[src/rtl/mintypmax_tick_timer.sv]
// mintypmax_tick_timer: periodic/one-shot tick generator with MIN/TYP/MAX/programmed delay select
module mintypmax_tick_timer #(
    parameter int WIDTH   = 8,
    parameter int MIN_DLY = 3,
    parameter int TYP_DLY = 10,
    parameter int MAX_DLY = 15
) (
    input  logic             clk,
    input  logic             reset,
    input  logic             start,
    input  logic             stop,
    input  logic [1:0]       sel,
    input  logic [WIDTH-1:0] prog_dly,
    input  logic             one_shot,
    input  logic [WIDTH-1:0] tick_limit,
    output logic             tick,
    output logic             busy,
    output logic             done,
    output logic [WIDTH-1:0] tick_count,
    output logic [WIDTH-1:0] remaining
);
    if (MIN_DLY < 1 || MIN_DLY >= 2**WIDTH || TYP_DLY < 1 || TYP_DLY >= 2**WIDTH ||
        MAX_DLY < 1 || MAX_DLY >= 2**WIDTH) begin : g_bad_param
        $error("mintypmax_tick_timer: delay parameters must be in [1, 2**WIDTH)");
    end
    typedef enum logic [1:0] {IDLE, RUN, DONE} state_t;
    state_t state, state_n;
    logic [WIDTH-1:0] d_raw, d, cnt_inc, rem_n, cnt_n, lim_q, lim_n;
    logic os_q, os_n, tick_n, fire, finish;
    always_comb begin
        d_raw   = sel == 2'd0 ? WIDTH'(MIN_DLY) : sel == 2'd1 ? WIDTH'(TYP_DLY) :
                  sel == 2'd2 ? WIDTH'(MAX_DLY) : prog_dly;
        d       = d_raw == '0 ? WIDTH'(1) : d_raw;
        cnt_inc = tick_count + 1'b1;
        fire    = remaining == WIDTH'(1);
        finish  = os_q || (lim_q != '0 && cnt_inc == lim_q);
    end
    // stop has priority in every state, including over an expiry on the same edge
    always_comb begin
        state_n = state;
        rem_n   = remaining;
        cnt_n   = tick_count;
        os_n    = os_q;
        lim_n   = lim_q;
        tick_n  = 1'b0;
        if (stop) begin
            state_n = IDLE;
            rem_n   = '0;
        end else if (state != RUN) begin
            if (start) begin
                state_n = RUN;
                rem_n   = d;
                cnt_n   = '0;
                os_n    = one_shot;
                lim_n   = tick_limit;
            end
        end else if (fire) begin
            tick_n  = 1'b1;
            cnt_n   = cnt_inc;
            state_n = finish ? DONE : RUN;
            rem_n   = finish ? '0 : d;
        end else begin
            rem_n = remaining - 1'b1;
        end
    end
    always_ff @(posedge clk) begin
        if (reset) begin
            state      <= IDLE;
            remaining  <= '0;
            tick_count <= '0;
            tick       <= 1'b0;
            os_q       <= 1'b0;
            lim_q      <= '0;
        end else begin
            state      <= state_n;
            remaining  <= rem_n;
            tick_count <= cnt_n;
            tick       <= tick_n;
            os_q       <= os_n;
            lim_q      <= lim_n;
        end
    end
    assign busy = state == RUN;
    assign done = state == DONE;
endmodule
[config.mk]
export PLATFORM = sky130hd
export DESIGN_NAME = mintypmax_tick_timer
export DESIGN_NICKNAME = d
export VERILOG_FILES = /design/src/rtl/mintypmax_tick_timer.sv
export SDC_FILE = /design/constraint.sdc
export NUM_CORES = 1
export LEC_CHECK = 0
export CAP_MARGIN = 15
export CORE_MARGIN = 10
export CORE_UTILIZATION = 50
export CTS_CLUSTER_DIAMETER = 30
export DETAILED_ROUTE_END_ITERATION = 12
export PLACE_DENSITY_LB_ADDON = 0.15
export SLEW_MARGIN = 20
export SYNTH_ARGS = -nofsm -noshare
export SYNTH_HDL_FRONTEND = slang
export SYNTH_SLANG_ARGS = --single-unit
[constraint.sdc]
create_clock -name clk -period 3.23 [get_ports clk]
set_input_delay 0.969 -clock clk [delete_from_list [all_inputs] [get_ports clk]]
set_output_delay 0.969 -clock clk [all_outputs]
set_load 0.05 [all_outputs]
# Word level (Yosys, flattened, before mapping)
# Index checks and enable logic that the tools add are counted.
# Widths: inputs -> output; s select.
# classes
reduce_logical,11
eq_ne,8
n_bitwise,1
n_addsub,2
mux,16
# ops
cell,count
$mux 8,11
$add 8x1->8 const B,1
$eq 8x1->1 const B,1
$eq 8x8->1,1
$logic_not 8->1,1
$mux 2,4
$reduce_bool 8->1,1
$sub 8x1->8 const B,1
$reduce_and 3->1,2
$eq 2x1->1 const B,2
$eq 2x2->1 const B,2
$reduce_or 3->1,1
$logic_not 2->1,1
$ne 2x1->1 const B,1
$ne 2x2->1 const B,1
$reduce_and 2->1,1
$reduce_bool 2->1,1
$reduce_or 2->1,1
$logic_and 1x1->1,1
$logic_or 1x1->1,1
$mux 1,1
$not 1->1,1
# totals
word_cells,44
input_bits,23
out_inout_bits,19
register_bits,28

# Longest topological paths before layout
# logic_depth
depth_word,9
mapped_depth,9
depth_no_buf,8

# Worst setup path after synthesis
# No wires, ideal clock.
# synth_path
path_type,flip-flop to flip-flop
start,reg tick_count[0]
end,reg remaining[2]
path_buffers,0
t_arrival_ps,2283
stages_incl_launch_ff,8
required_time_ps,3102
path_slack_ps,819
synth_period_minus_slack_ps,2411
setup_time_ps,128
path_cell_list,dfxtp_1 > ha_1 > or4b_1 > a21oi_1 > o22ai_1 > nor4_2 > or4_4 > o22ai_1
# synth_between
elab_chain_len,7
# synth_rtl
element,line_no,source
start: declaration,19,"output logic [WIDTH-1:0] tick_count,"
start signal: assignment,77,tick_count <= cnt_n;
$add 8x1->8,34,cnt_inc = tick_count + 1'b1;
$eq 8x8->1,36,finish = os_q || (lim_q != '0 && cnt_inc == lim_q);
$logic_and 1x1->1,36,
$logic_or 1x1->1,36,
$mux 8,61,rem_n = finish ? '0 : d;
$mux 8,57,end else if (fire) begin
$mux 8,49,end else if (state != RUN) begin
end signal: assignment,76,remaining <= rem_n;
end: declaration,20,output logic [WIDTH-1:0] remaining
# Every way passes these cells.
# A chain may end at the register's enable or synchronous reset.

# Final worst setup path
# layout_path
start,reg tick_count[3]
end,out tick_count[3]
# No word-level cell between the ends.

==> impl_metrics.yaml <==
die:
  io_pins: 42
  coreArea_sq_um: 3310
  die_w_microns: 78.4
  start_util: 0.514
  chipHeight_microns: 78.4
  rows: 21
  die_area_sq_um: 6140
placement:
  placed_area_sq_um: 2160
  port-buffer-count: 41
  dp_hpwl_mm: 3.54
  gp_congestion: 0.895
global_routing:
  antenna_found_initial: 0
  grt_pass1_vias: 1660
  grt_pass1_wl_mm: 8.14
  grtUsageTotal: 0.155
  grt_max_degree: 19
  grt-ovfl-total: 0
timing:
  clock-skew-final_ns: 0.00381
  setup_viol: 0
  max-slew-margin-rel: 0.612
  rsz0062_at_grt: "false"
  setup_tns_ns: 0
  hold_ws_ns: 0.487
  drv_slew: 0
  period_minus_slack_ns: 2.76
  finalHoldViolCount: 0
  max_freq_mhz: 363
  tightestPinTransition_ns: 0.578
  period_share: 0.854
power_and_ir_drop:
  ir_drop_mv: 0.271
  p_clk_frac: 0.305
  internal-power_mw: 0.556
  swShare: 0.280
  p_leak_nw: 0.816
  combPwrFrac: 0.216
  power_density_nw_per_um2: 349
  p_total_mw: 0.772
  seqPwrFrac: 0.479
  p_switching_mw: 0.216
clocking:
  numCtsBuffers: 3
  cts-root-buf: "clkbuf_4"
  clock_sinks: 28
  h-tree-depth: 1
  clk_latency_ns: 0.33
  cts_repair_resize_count: 0
  postCtsHoldBufs: 0
  post-cts-setup-buffers: 0
  clk_path_buf_depth: 2
  cts_tree: "done"
  clkSlewWorstSetupHoldPaths_ns: 0.16
detailed_routing:
  ant_nets: 0
  via_per_inst: 5.83
  drt_iter0_drc: 216
  drc_errors: 0
  routedWlPerCell_microns: 15.4
  first_pass_iters: 4
  routed-via-count: 1797
  drt-total-wl_mm: 4.74
logic_synthesis:
  syn_area_sq_um: 1700
  synthArstFlopShare: 0
  yosysWarnings: 0
  ys.flop_type: "dfxtp_1"
  synth.distinct_cells: 47
  synth.yosys.seq_area_share: 0.329
  syn_nets: 250
  syn_inst: 224
  synth_enable_flop_cells: 0
  synth.avg_cell_area_sq_um: 7.60
  ys_seq_elements: 28
critical_path:
  cp_slowest_cell: "clkdlybuf4s50_1"
  crit_required_ns: 2.26
  reg2reg_depth: 7
  start_kind: "flip-flop"
  critPathKind: "flip-flop to primary output"
  critical_path_arrival_ns: 1.79
  path_depth: 1
  path_delay_family: "buffers and inverters"
  path_cells: "clkdlybuf4s50_1"
  cp-end-kind: "primary output"
  max_stage_delay_ns: 0.88
  cp_max_fo: 10
  crit_buf_inv: 1
flow_run:
  cap_violations: 0
worst_hold_path:
  hold_depth: 2
  hold_path.class: "flip-flop to flip-flop"
finish:
  area_growth_pct: 29.8
  nets: 289
  drive_gt1_frac: 0.0649
  final_area_sq_um: 2210
  fillers: 322
  diodes: 0
status:
  status: "complete, no violations"
cell usage after synthesis, types with 2 or more instances:
cell	number	area [sq um]
a21o_1	2	15.0
a21oi_1	29	145
a31oi_1	6	37.5
and3_1	2	12.5
buf_2	4	20.0
clkbuf_1	8	30.0
dfxtp_1	28	561
ha_1	3	37.5
inv_1	6	22.5
nand2_1	23	86.3
nand2b_1	8	50.1
nand3_1	8	40.0
nor2_1	16	60.1
nor2b_1	2	12.5
nor3_1	3	15.0
nor4_1	2	12.5
o2111ai_1	2	17.5
o211ai_1	3	22.5
o21ai_0	22	110
o22ai_1	9	56.3
or3_1	3	18.8
or4_1	3	22.5
xnor2_1	4	35.0
xor2_1	5	43.8
cell usage in the layout, fill, tap and decap left out, types with 2 or more instances in the layout:
cell	instances
clkdlybuf4s50_1	41
a21oi_1	29
dfxtp_1	28
nand2_1	23
o21ai_0	22
nor2_1	16
o22ai_1	9
nand2b_1	8
nand3_1	8
inv_1	6
a31oi_1	6
xor2_1	5
buf_4	5
xnor2_1	4
nor3_1	3
or3_1	3
o211ai_1	3
or4_1	3
ha_1	3
clkbuf_4	3
nor2b_1	2
and3_1	2
nor4_1	2
o2111ai_1	2
a21o_1	2
logic make-up after synthesis:
family,synth area share
AO/OA/AOI/OAI,0.266
flip-flops,0.329
adder cells (fa/ha/maj),0.0220
buffers and inverters,0.0448
XOR/XNOR,0.0463
multiplexers,0.00588
AND/OR/NAND/NOR,0.286
final cells by class:
cell class / instances / area, sq um / share of cell area
tap: 46 / 57.6 / 0.0260
timing repair buffer: 46 / 448 / 0.203
sequential: 28 / 561 / 0.254
clock buffer: 3 / 22.5 / 0.0102
inverter: 7 / 26.3 / 0.0119
clock inverter: 1 / 30.0 / 0.0136
multi-input combinational: 177 / 1070 / 0.482
through the flow:
step           utilization  instances  worst slack, ns
2_1_floorplan            -        224            0.819
3_3_place_gp         0.652        304            0.605
3_5_place_dp         0.652        304            0.577
4_1_cts              0.668        308            0.479
5_1_grt              0.668        308            0.371
6_report             0.668        308            0.472
final timing paths:
check                 from             to  slack (ns)
max          tick_count[3]  tick_count[3]        0.47
min               state[1]       state[1]        0.49
max reg2reg  tick_count[0]   remaining[3]        0.77
min reg2reg       state[1]       state[1]        0.49
layer usage:
| layer | share of wire | track usage |
|---|---|---|
| met1 | 0.45 | 0.204 |
| met2 | 0.46 | 0.243 |
| met3 | 0.090 | 0.0490 |
| met4 | 0.0044 | 0.0287 |
| met5 | 0 | 0 |
sequential cells by signal, summed over array words and instances, names as in the netlist:
name	count
lim_q	8
remaining	8
tick	1
tick_count	8
state	2
os_q	1
power groups by stage:
| stage | clock network, mW | logic, mW | registers (mW) |
|---|---|---|---|
| 6_report | 0.235 | 0.167 | 0.370 |
| 5_1_grt | 0.251 | 0.183 | 0.372 |
| 4_1_cts | 0.239 | 0.166 | 0.370 |
| 3_5_place_dp | 0 | 0.165 | 0.377 |
| 3_3_place_gp | 0 | 0.162 | 0.377 |
| 2_1_floorplan | 0 | 0.0874 | 0.390 |
No activity file was read; power rests on OpenSTA's default activity.
